## src/rtl/eth_parser_pkg.sv

```systemverilog
// ---------------------------------------------------------------------------
// eth_parser_pkg
// Shared types and constants for the Ethernet header capture/parse pipeline.
//   byte_t           : one stream byte
//   mac_addr_t       : 48-bit MAC address
//   ethertype_t      : 16-bit EtherType field
//   ETH_HDR_LEN      : plain Ethernet II header length (bytes)
//   ETH_VLAN_HDR_LEN : header length including one 802.1Q tag (bytes)
//   capture_state_t  : capture stage state (collecting header / draining payload)
// ---------------------------------------------------------------------------
package eth_parser_pkg;

    typedef logic [7:0]  byte_t;
    typedef logic [47:0] mac_addr_t;
    typedef logic [15:0] ethertype_t;

    localparam int ETH_HDR_LEN      = 14;
    localparam int ETH_VLAN_HDR_LEN = 18;

    typedef enum logic [0:0] {
        CAPTURE = 1'b0,
        DRAIN   = 1'b1
    } capture_state_t;

endpackage

```

## src/rtl/eth_header_capture.sv

```systemverilog
// ---------------------------------------------------------------------------
// eth_header_capture
// Captures the first HDR_BYTES bytes of every frame arriving on a byte-wide
// valid/ready/last stream and presents them as a held header until the
// consumer acknowledges. The remainder of a long frame is discarded. Frames
// shorter than MIN_HDR bytes are dropped and counted as runts.
//
// Ports:
//   clk          : clock, rising edge
//   rst          : asynchronous active-high reset
//   s_data       : stream byte
//   s_valid      : s_data valid
//   s_last       : final byte of the frame
//   s_ready      : stage accepts a byte this cycle
//   header_bytes : captured bytes, element 0 is first on the wire
//   header_valid : header_bytes/hdr_len complete and frozen until header_ready
//   header_ready : consumer acknowledge
//   hdr_len      : number of bytes captured (MIN_HDR..HDR_BYTES)
//   runt_err     : one-cycle pulse when a runt frame is dropped
//   runt_count   : saturating runt frame counter
// ---------------------------------------------------------------------------
module eth_header_capture
    import eth_parser_pkg::*;
#(
    parameter int HDR_BYTES = ETH_VLAN_HDR_LEN,
    parameter int MIN_HDR   = ETH_HDR_LEN,
    parameter int CNT_W     = 16
) (
    input  logic              clk,
    input  logic              rst,
    input  byte_t             s_data,
    input  logic              s_valid,
    input  logic              s_last,
    output logic              s_ready,
    output byte_t [0:17]      header_bytes,
    output logic              header_valid,
    input  logic              header_ready,
    output logic [4:0]        hdr_len,
    output logic              runt_err,
    output logic [CNT_W-1:0]  runt_count
);

    localparam logic [4:0]       HDR_BYTES_L = 5'(HDR_BYTES);
    localparam logic [4:0]       MIN_HDR_L   = 5'(MIN_HDR);
    localparam logic [CNT_W-1:0] CNT_MAX     = {CNT_W{1'b1}};

    capture_state_t      state_r;
    logic [4:0]          idx_r;
    byte_t [0:17]        header_bytes_r;
    logic                header_valid_r;
    logic [4:0]          hdr_len_r;
    logic                runt_err_r;
    logic [CNT_W-1:0]    runt_count_r;

    logic                ready_s;
    logic                accept_s;
    logic [4:0]          next_idx_s;

    // Only the first byte of a new frame is held back, and only while the
    // previous header is still waiting for its acknowledge. An acknowledge in
    // the same cycle releases the stall so both events happen on one edge.
    assign ready_s    = !((state_r == CAPTURE) && (idx_r == 5'd0) &&
                          header_valid_r && !header_ready);
    assign accept_s   = s_valid && ready_s;
    assign next_idx_s = idx_r + 5'd1;

    // Capture/drain state machine, header register file and runt counter.
    always_ff @(posedge clk or posedge rst) begin
        if (rst) begin
            state_r        <= CAPTURE;
            idx_r          <= 5'd0;
            header_bytes_r <= '0;
            header_valid_r <= 1'b0;
            hdr_len_r      <= 5'd0;
            runt_err_r     <= 1'b0;
            runt_count_r   <= '0;
        end else begin
            runt_err_r <= 1'b0;

            // Acknowledge first; a header completed below on the same edge
            // overrides it (cannot happen in practice, byte 0 needs the ack).
            if (header_valid_r && header_ready) begin
                header_valid_r <= 1'b0;
            end

            if (accept_s) begin
                case (state_r)
                    CAPTURE: begin
                        // First byte clears the whole array so short headers
                        // leave their unused tail at zero.
                        if (idx_r == 5'd0) begin
                            header_bytes_r    <= '0;
                            header_bytes_r[0] <= s_data;
                        end else begin
                            header_bytes_r[idx_r] <= s_data;
                        end

                        if (s_last) begin
                            idx_r <= 5'd0;
                            if (next_idx_s >= MIN_HDR_L) begin
                                header_valid_r <= 1'b1;
                                hdr_len_r      <= next_idx_s;
                            end else begin
                                runt_err_r <= 1'b1;
                                if (runt_count_r != CNT_MAX) begin
                                    runt_count_r <= runt_count_r + CNT_W'(1);
                                end
                            end
                        end else if (next_idx_s == HDR_BYTES_L) begin
                            header_valid_r <= 1'b1;
                            hdr_len_r      <= HDR_BYTES_L;
                            state_r        <= DRAIN;
                            idx_r          <= 5'd0;
                        end else begin
                            idx_r <= next_idx_s;
                        end
                    end
                    DRAIN: begin
                        if (s_last) begin
                            state_r <= CAPTURE;
                        end
                    end
                    default: begin
                        state_r <= CAPTURE;
                        idx_r   <= 5'd0;
                    end
                endcase
            end
        end
    end

    assign s_ready      = ready_s;
    assign header_bytes = header_bytes_r;
    assign header_valid = header_valid_r;
    assign hdr_len      = hdr_len_r;
    assign runt_err     = runt_err_r;
    assign runt_count   = runt_count_r;

endmodule

```

## config.mk

```make
export PLATFORM = sky130hd
export DESIGN_NAME = eth_header_capture
export DESIGN_NICKNAME = d
export VERILOG_FILES = /design/src/rtl/eth_parser_pkg.sv /design/src/rtl/eth_header_capture.sv
export SDC_FILE = /design/constraint.sdc
export NUM_CORES = 1
export LEC_CHECK = 0
export CORE_ASPECT_RATIO = 2
export CORE_MARGIN = 2
export CORE_UTILIZATION = 47
export DETAILED_ROUTE_END_ITERATION = 10
export DONT_BUFFER_PORTS = 1
export PLACE_DENSITY = 0.73
export RECOVER_POWER = 25
export SKIP_CTS_REPAIR_TIMING = 1
export SLEW_MARGIN = 10
export SYNTH_ARGS = -nofsm -noshare
export SYNTH_HDL_FRONTEND = slang
export SYNTH_SLANG_ARGS = --single-unit
export TNS_END_PERCENT = 20
```

## constraint.sdc

```tcl
create_clock -name clk -period 10.4 [get_ports clk]
set_input_delay 2.08 -clock clk [delete_from_list [all_inputs] [get_ports clk]]
set_output_delay 2.08 -clock clk [all_outputs]
set_load 0.01 [all_outputs]
```

==> flow_metrics.py, run 1 <==
metrics = {
    "timing": {
        "fmax_mhz": 190,
        "setup_viol": 0,
        "tightest_slew_ns": 4.63,
        "slew_viol_final": 125,
        "fin_crit_sh": 0.507,
        "rsz0062_at_grt": "false",
        "clock_skew_ns": 0.0106,
        "fin_setup_tns_ns": 0,
        "finalHoldViolations": 0,
        "period_needed_ns": 5.27,
        "relSlewSlack": -2.11,
    },
    "place": {
        "gp_congestion": 0.855,
        "placedInstanceArea_mm2": 0.00711,
        "port_buffers": 0,
        "dp_cells": 790,
        "dp_hpwl_um": 13400,
    },
    "final_layout": {
        "final_common_cell": "dfrtp_1",
        "mostFrequentLayoutCells": "173 x dfrtp_1, 87 x nand3_1, 84 x o21ai_0",
        "seq_area_mm2": 0.00433,
        "drive_gt1_frac": 0.0719,
        "syn_to_final_growth_pct": 8.95,
        "stdcell_count": 821,
        "nNetsFinal": 633,
        "multiInputGateArea_mm2": 0.00248,
        "diodes": 0,
        "stdcell_area_mm2": 0.00766,
        "fillers": 1299,
    },
    "synth": {
        "synth_top_cell_by_area": "dfrtp_1",
        "avgSynthCellArea_um2": 11.1,
        "ys_types": 52,
        "ys_seq_area_frac": 0.616,
        "synth_top_area_frac": 0.616,
        "netlist_top_cells_area": "dfrtp_1 62%, nand3_1 6.2%, o21ai_0 5.9%",
        "ys.flop_type": "dfrtp_1",
        "yosysWarnings": 0,
        "synth_area_mm2": 0.00703,
        "synth-seq-cells": 173,
        "synth_fp_nets": 650,
        "synth-async-reset-ratio": 1.00,
        "syn_inst": 631,
        "synth-edff-count": 0,
    },
    "routing": {
        "highest_layer": "met4",
        "drtPass1Iterations": 5,
        "wl_per_cell_um": 22.7,
        "drtIter0Drc": 236,
        "routed_wl_um": 18600,
        "viasPerCell": 5.95,
        "drc_errors": 0,
        "postRouteAntennaNets": 0,
        "vias": 4888,
        "wl_met2_um": 10200,
        "dr_wl_met3_um": 1180,
        "wl_met1_um": 6680,
    },
    "worst_hold_path": {
        "min_to": "header_bytes[143]",
        "hold_path_startpoint": "header_bytes[143]",
        "min_path_cells": 2,
        "hold_path_class": "reg2reg",
    },
    "clocking": {
        "cts.sinks": 173,
        "clock_path_buffers": 2,
        "htree_levels": 4,
        "numCtsBuffers": 17,
        "clk_pin_slew_ns": 0.07,
        "clock-root-buffer": "clkbuf_16",
        "worstSkewPairLatency_ns": 0.42,
        "tritoncts": "built",
    },
    "global_route": {
        "grt_max_degree": 109,
        "grt_first_pass_wirelength_um": 29600,
        "grt_pass1_vias": 5073,
        "groute.usage.overall": 0.238,
        "overflow": 0,
        "antenna_found_initial": 0,
    },
    "worst_setup_path": {
        "max_stage_delay_ns": 2.55,
        "criticalPathCategory": "in2async",
        "path_buf_inv": 2,
        "worst_ep_required_time_ns": 10.84,
        "rr_worst_depth": 7,
        "end_kind": "asynchronous set/reset pin",
        "crit_chain": "clkinvlp_2 -> buf_4",
        "cp_slowest_cell": "clkinvlp_2",
        "r2r_end": "runt_count[1]",
        "path_delay_family": "buffers and inverters",
        "reg2reg_from": "idx_r[0]",
        "worstPathArrival_ns": 5.71,
        "ff2ff_setup_slack_ns": 5.96,
        "crit_path_start_kind": "input pin",
        "crit_fanout": 108,
    },
    "floorplanning": {
        "rows": 63,
        "core_region_area_mm2": 0.0147,
        "ios": 181,
        "start_util": 0.477,
        "die_area_mm2": 0.0160,
        "chipWidth_um": 90.5,
        "die_h_um": 177,
    },
    "pwr": {
        "p_seq_frac": 0.498,
        "power_per_cell_area_mw_per_mm2": 200,
        "power_w": 0.00153,
        "peakVddDrop_mv": 0.107,
        "intPower_w": 0.00111,
        "p_leak_nw": 3.47,
        "pwr-share-comb": 0.101,
        "swShare": 0.277,
        "p_switching_w": 0.000424,
        "power_frac_clock": 0.401,
    },
    "run_status": {
        "outcome": "complete, but fails checks",
        "violations": "max-capacitance violations, max-slew violations",
    },
    "flow_run": {
        "drv_cap": 2,
    },
}
-- synthesized netlist by cell type, types with 5 or more instances --
master,instances
a22o_1,40
and2_1,13
and3_1,9
buf_2,12
clkbuf_1,15
dfrtp_1,173
ha_1,6
inv_1,7
nand2_1,82
nand3_1,87
nand4_1,12
nor2_4,5
nor2b_1,5
o21ai_0,83
o2bb2ai_1,10
xnor2_1,16
-- area by class of cell --
cell class,instances,share of cell area
timing repair buffer,2,0.00196
clock inverter,10,0.0152
tap,195,0.0318
sequential,173,0.565
multi-input combinational,413,0.324
clock buffer,21,0.0588
inverter,7,0.00359
-- flip-flops by register name, indices dropped and copies added (netlist names) --
register	count
header_valid	1
runt_count	16
idx_r	5
hdr_len	5
runt_err	1
header_bytes	144
state_r	1
-- worst max path at each step --
stage	from	cells after the start	end
global placement	header_ready	2	s_ready
floorplan	rst	1	hdr_len[0]
detailed placement	header_ready	2	s_ready
CTS	header_ready	2	s_ready
finish	rst	2	header_bytes[17]
global route	rst	2	header_bytes[95]
-- cells by family after synthesis --
kind of cell               synth area share
AOI/OAI and AO/OA                     0.143
xor gates and xnor gates             0.0224
adders and majority gates            0.0107
buffers and inverters                0.0302
DFF                                   0.616
muxes                               0.00160
and+or+nand+nor                       0.177
-- layer usage --
| layer | track usage | up-vias |
|---|---|---|
| li1 | - | 2206 |
| met1 | 0.262 | 2430 |
| met2 | 0.429 | 216 |
| met3 | 0.0660 | 36 |
| met4 | 0.100 | 0 |
| met5 | 0 | - |
-- power by group through the flow --
stage / registers, W / logic [W] / clock network, W
2_1_floorplan: 0.000759 / 0.000121 / 0
3_3_place_gp: 0.000774 / 0.000150 / 0
3_5_place_dp: 0.000777 / 0.000157 / 0
4_1_cts: 0.000764 / 0.000158 / 0.000622
5_1_grt: 0.000768 / 0.000173 / 0.000649
6_report: 0.000763 / 0.000155 / 0.000614
-- metrics by stage --
| step | util | setup slack [ns] | hold WS (ns) |
|---|---|---|---|
| 4_1_cts | 0.521 | 5.59 | 0.558 |
| 3_5_place_dp | 0.482 | 5.59 | 0.541 |
| 3_3_place_gp | 0.482 | 5.61 | 0.542 |
| 5_1_grt | 0.520 | 4.37 | 0.582 |
| 2_1_floorplan | - | 3.63 | 0.511 |
| 6_report | 0.520 | 5.13 | 0.555 |
Power figures use the tool's default switching activity.
==> run 2, diff against run 1 <==
==> constraint.sdc (replaced) <==
create_clock -name clk -period 5 [get_ports clk]
set_input_delay 1 -clock clk [delete_from_list [all_inputs] [get_ports clk]]
set_output_delay 1 -clock clk [all_outputs]
set_load 0.01 [all_outputs]
==> run 2 against run 1 <==
Against the previous run: the flow still finishes with violations (max-capacitance violations, max-slew violations); worst setup slack got worse by 3.5 ns; routed wire length decreased by 1.0%; sequential share of layout area decreased by 0.14 points; first-iteration DRC count increased by 16%.
==> flow_metrics.py, run 2 (same netlist as run 1, synthesis figures left out) <==
metrics = {
    "worst_setup_path": {
        "rr_worst_depth": 7,
        "criticalPathCategory": "reg2out",
        "worst_ep_required_time_ns": 4.00,
        "crit_fanout": 21,
        "worstPathArrival_ns": 2.39,
        "ff2ff_setup_slack_ns": 2.00,
        "path_buf_inv": 1,
        "crit_chain": "inv_1 -> ha_1 -> or4b_4 -> or3_1",
        "reg2reg_from": "idx_r[0]",
        "cp_slowest_cell": "or4b_4",
        "max_stage_delay_ns": 0.62,
        "end_kind": "output pin",
        "r2r_end": "runt_count[1]",
        "crit_path_start_kind": "flip-flop",
        "path_delay_family": "simple AND/OR/NAND/NOR gates",
    },
    "global_route": {
        "grt_first_pass_wirelength_um": 29000,
        "overflow": 0,
        "antenna_found_initial": 0,
        "grt_max_degree": 174,
        "grt_pass1_vias": 5003,
        "groute.usage.overall": 0.235,
    },
    "clocking": {
        "tritoncts": "built",
        "clk_pin_slew_ns": 0.07,
        "cts.sinks": 173,
        "clock_path_buffers": 2,
        "clock-root-buffer": "clkbuf_16",
        "worstSkewPairLatency_ns": 0.43,
        "htree_levels": 4,
        "numCtsBuffers": 17,
    },
    "timing": {
        "finalHoldViolations": 0,
        "fin_setup_tns_ns": 0,
        "clock_skew_ns": 0.0116,
        "setup_viol": 0,
        "tightest_slew_ns": 2.33,
        "period_needed_ns": 3.39,
        "fin_crit_sh": 0.678,
        "slew_viol_final": 174,
        "rsz0062_at_grt": "false",
        "relSlewSlack": -0.553,
        "fmax_mhz": 295,
    },
    "routing": {
        "drtPass1Iterations": 6,
        "drc_errors": 0,
        "routed_wl_um": 18500,
        "vias": 5010,
        "wl_per_cell_um": 22.4,
        "postRouteAntennaNets": 0,
        "drtIter0Drc": 274,
        "viasPerCell": 6.09,
    },
    "run_status": {
        "outcome": "complete, but fails checks",
        "violations": "max-capacitance violations, max-slew violations",
    },
    "final_layout": {
        "nNetsFinal": 633,
        "fillers": 1272,
        "diodes": 0,
        "largest_reg_flops": 144,
        "mostFrequentLayoutCells": "173 x dfrtp_1, 87 x nand3_1, 83 x o21ai_0",
        "final_common_cell": "dfrtp_1",
        "multiInputGateArea_mm2": 0.00249,
        "syn_to_final_growth_pct": 9.22,
        "seq_area_mm2": 0.00433,
        "stdcell_area_mm2": 0.00768,
        "drive_gt1_frac": 0.0781,
    },
    "worst_hold_path": {
        "min_path_cells": 1,
        "min_to": "runt_count[12]",
        "hold_path_class": "reg2reg",
        "hold_path_startpoint": "runt_count[12]",
    },
    "pwr": {
        "power_per_cell_area_mw_per_mm2": 415,
        "peakVddDrop_mv": 0.253,
        "p_leak_nw": 3.47,
    },
    "floorplanning": {
        "ios": 181,
        "start_util": 0.477,
        "rows": 63,
        "chipWidth_um": 90.5,
        "die_h_um": 177,
        "die_area_mm2": 0.0160,
        "core_region_area_mm2": 0.0147,
    },
    "place": {
        "gp_congestion": 0.838,
        "placedInstanceArea_mm2": 0.00712,
        "port_buffers": 0,
        "dp_hpwl_um": 13000,
    },
    "flow_run": {
        "drv_cap": 1,
    },
}
run 2: worst max path at each step:
stage,end,slack (ns),start,cells after the start
2_1_floorplan,hdr_len[0],1.79,rst,1
3_3_place_gp,s_ready,2.13,idx_r[0],4
3_5_place_dp,runt_count[1],2.06,idx_r[0],7
4_1_cts,s_ready,1.60,idx_r[0],4
5_1_grt,s_ready,1.47,idx_r[0],4
6_report,s_ready,1.61,idx_r[0],4
run 2: per-stage QoR:
| step | instances | setup WS [ns] | util | total power [W] | hold WS, ns |
|---|---|---|---|---|---|
| after floorplan | 631 | 1.79 | - | 0.00183 | 0.511 |
| after global placement | 790 | 2.13 | 0.483 | 0.00193 | 0.542 |
| after detailed placement | 790 | 2.06 | 0.483 | 0.00194 | 0.548 |
| after CTS | 822 | 1.60 | 0.522 | 0.00323 | 0.565 |
| after global routing | 822 | 1.47 | 0.521 | 0.00331 | 0.585 |
| final | 822 | 1.61 | 0.521 | 0.00319 | 0.563 |
run 2: area by class of cell:
cell class,count,share of cell area
clock inverter,13,0.0171
clock buffer,19,0.0577
inverter,7,0.00358
tap,195,0.0318
sequential,173,0.564
multi-input combinational,413,0.324
timing repair buffer,2,0.00196
run 2: metal layers:
layer | up-vias | wire length [µm] | global-route usage | share of wire
li1 | 2218 | - | - | -
met1 | 2496 | 6500 | 0.260 | 0.35
met2 | 243 | 9900 | 0.411 | 0.54
met3 | 53 | 1370 | 0.0698 | 0.074
met4 | 0 | 686 | 0.110 | 0.037
met5 | - | 0 | 0 | 0
run 2: where the power goes:
part / internal, W / switching (W) / leakage, nW
Sequential: 0.00147 / 0.000120 / 2.38
Combinational: 0.0000894 / 0.000235 / 0.825
Clock: 0.000709 / 0.000566 / 0.271
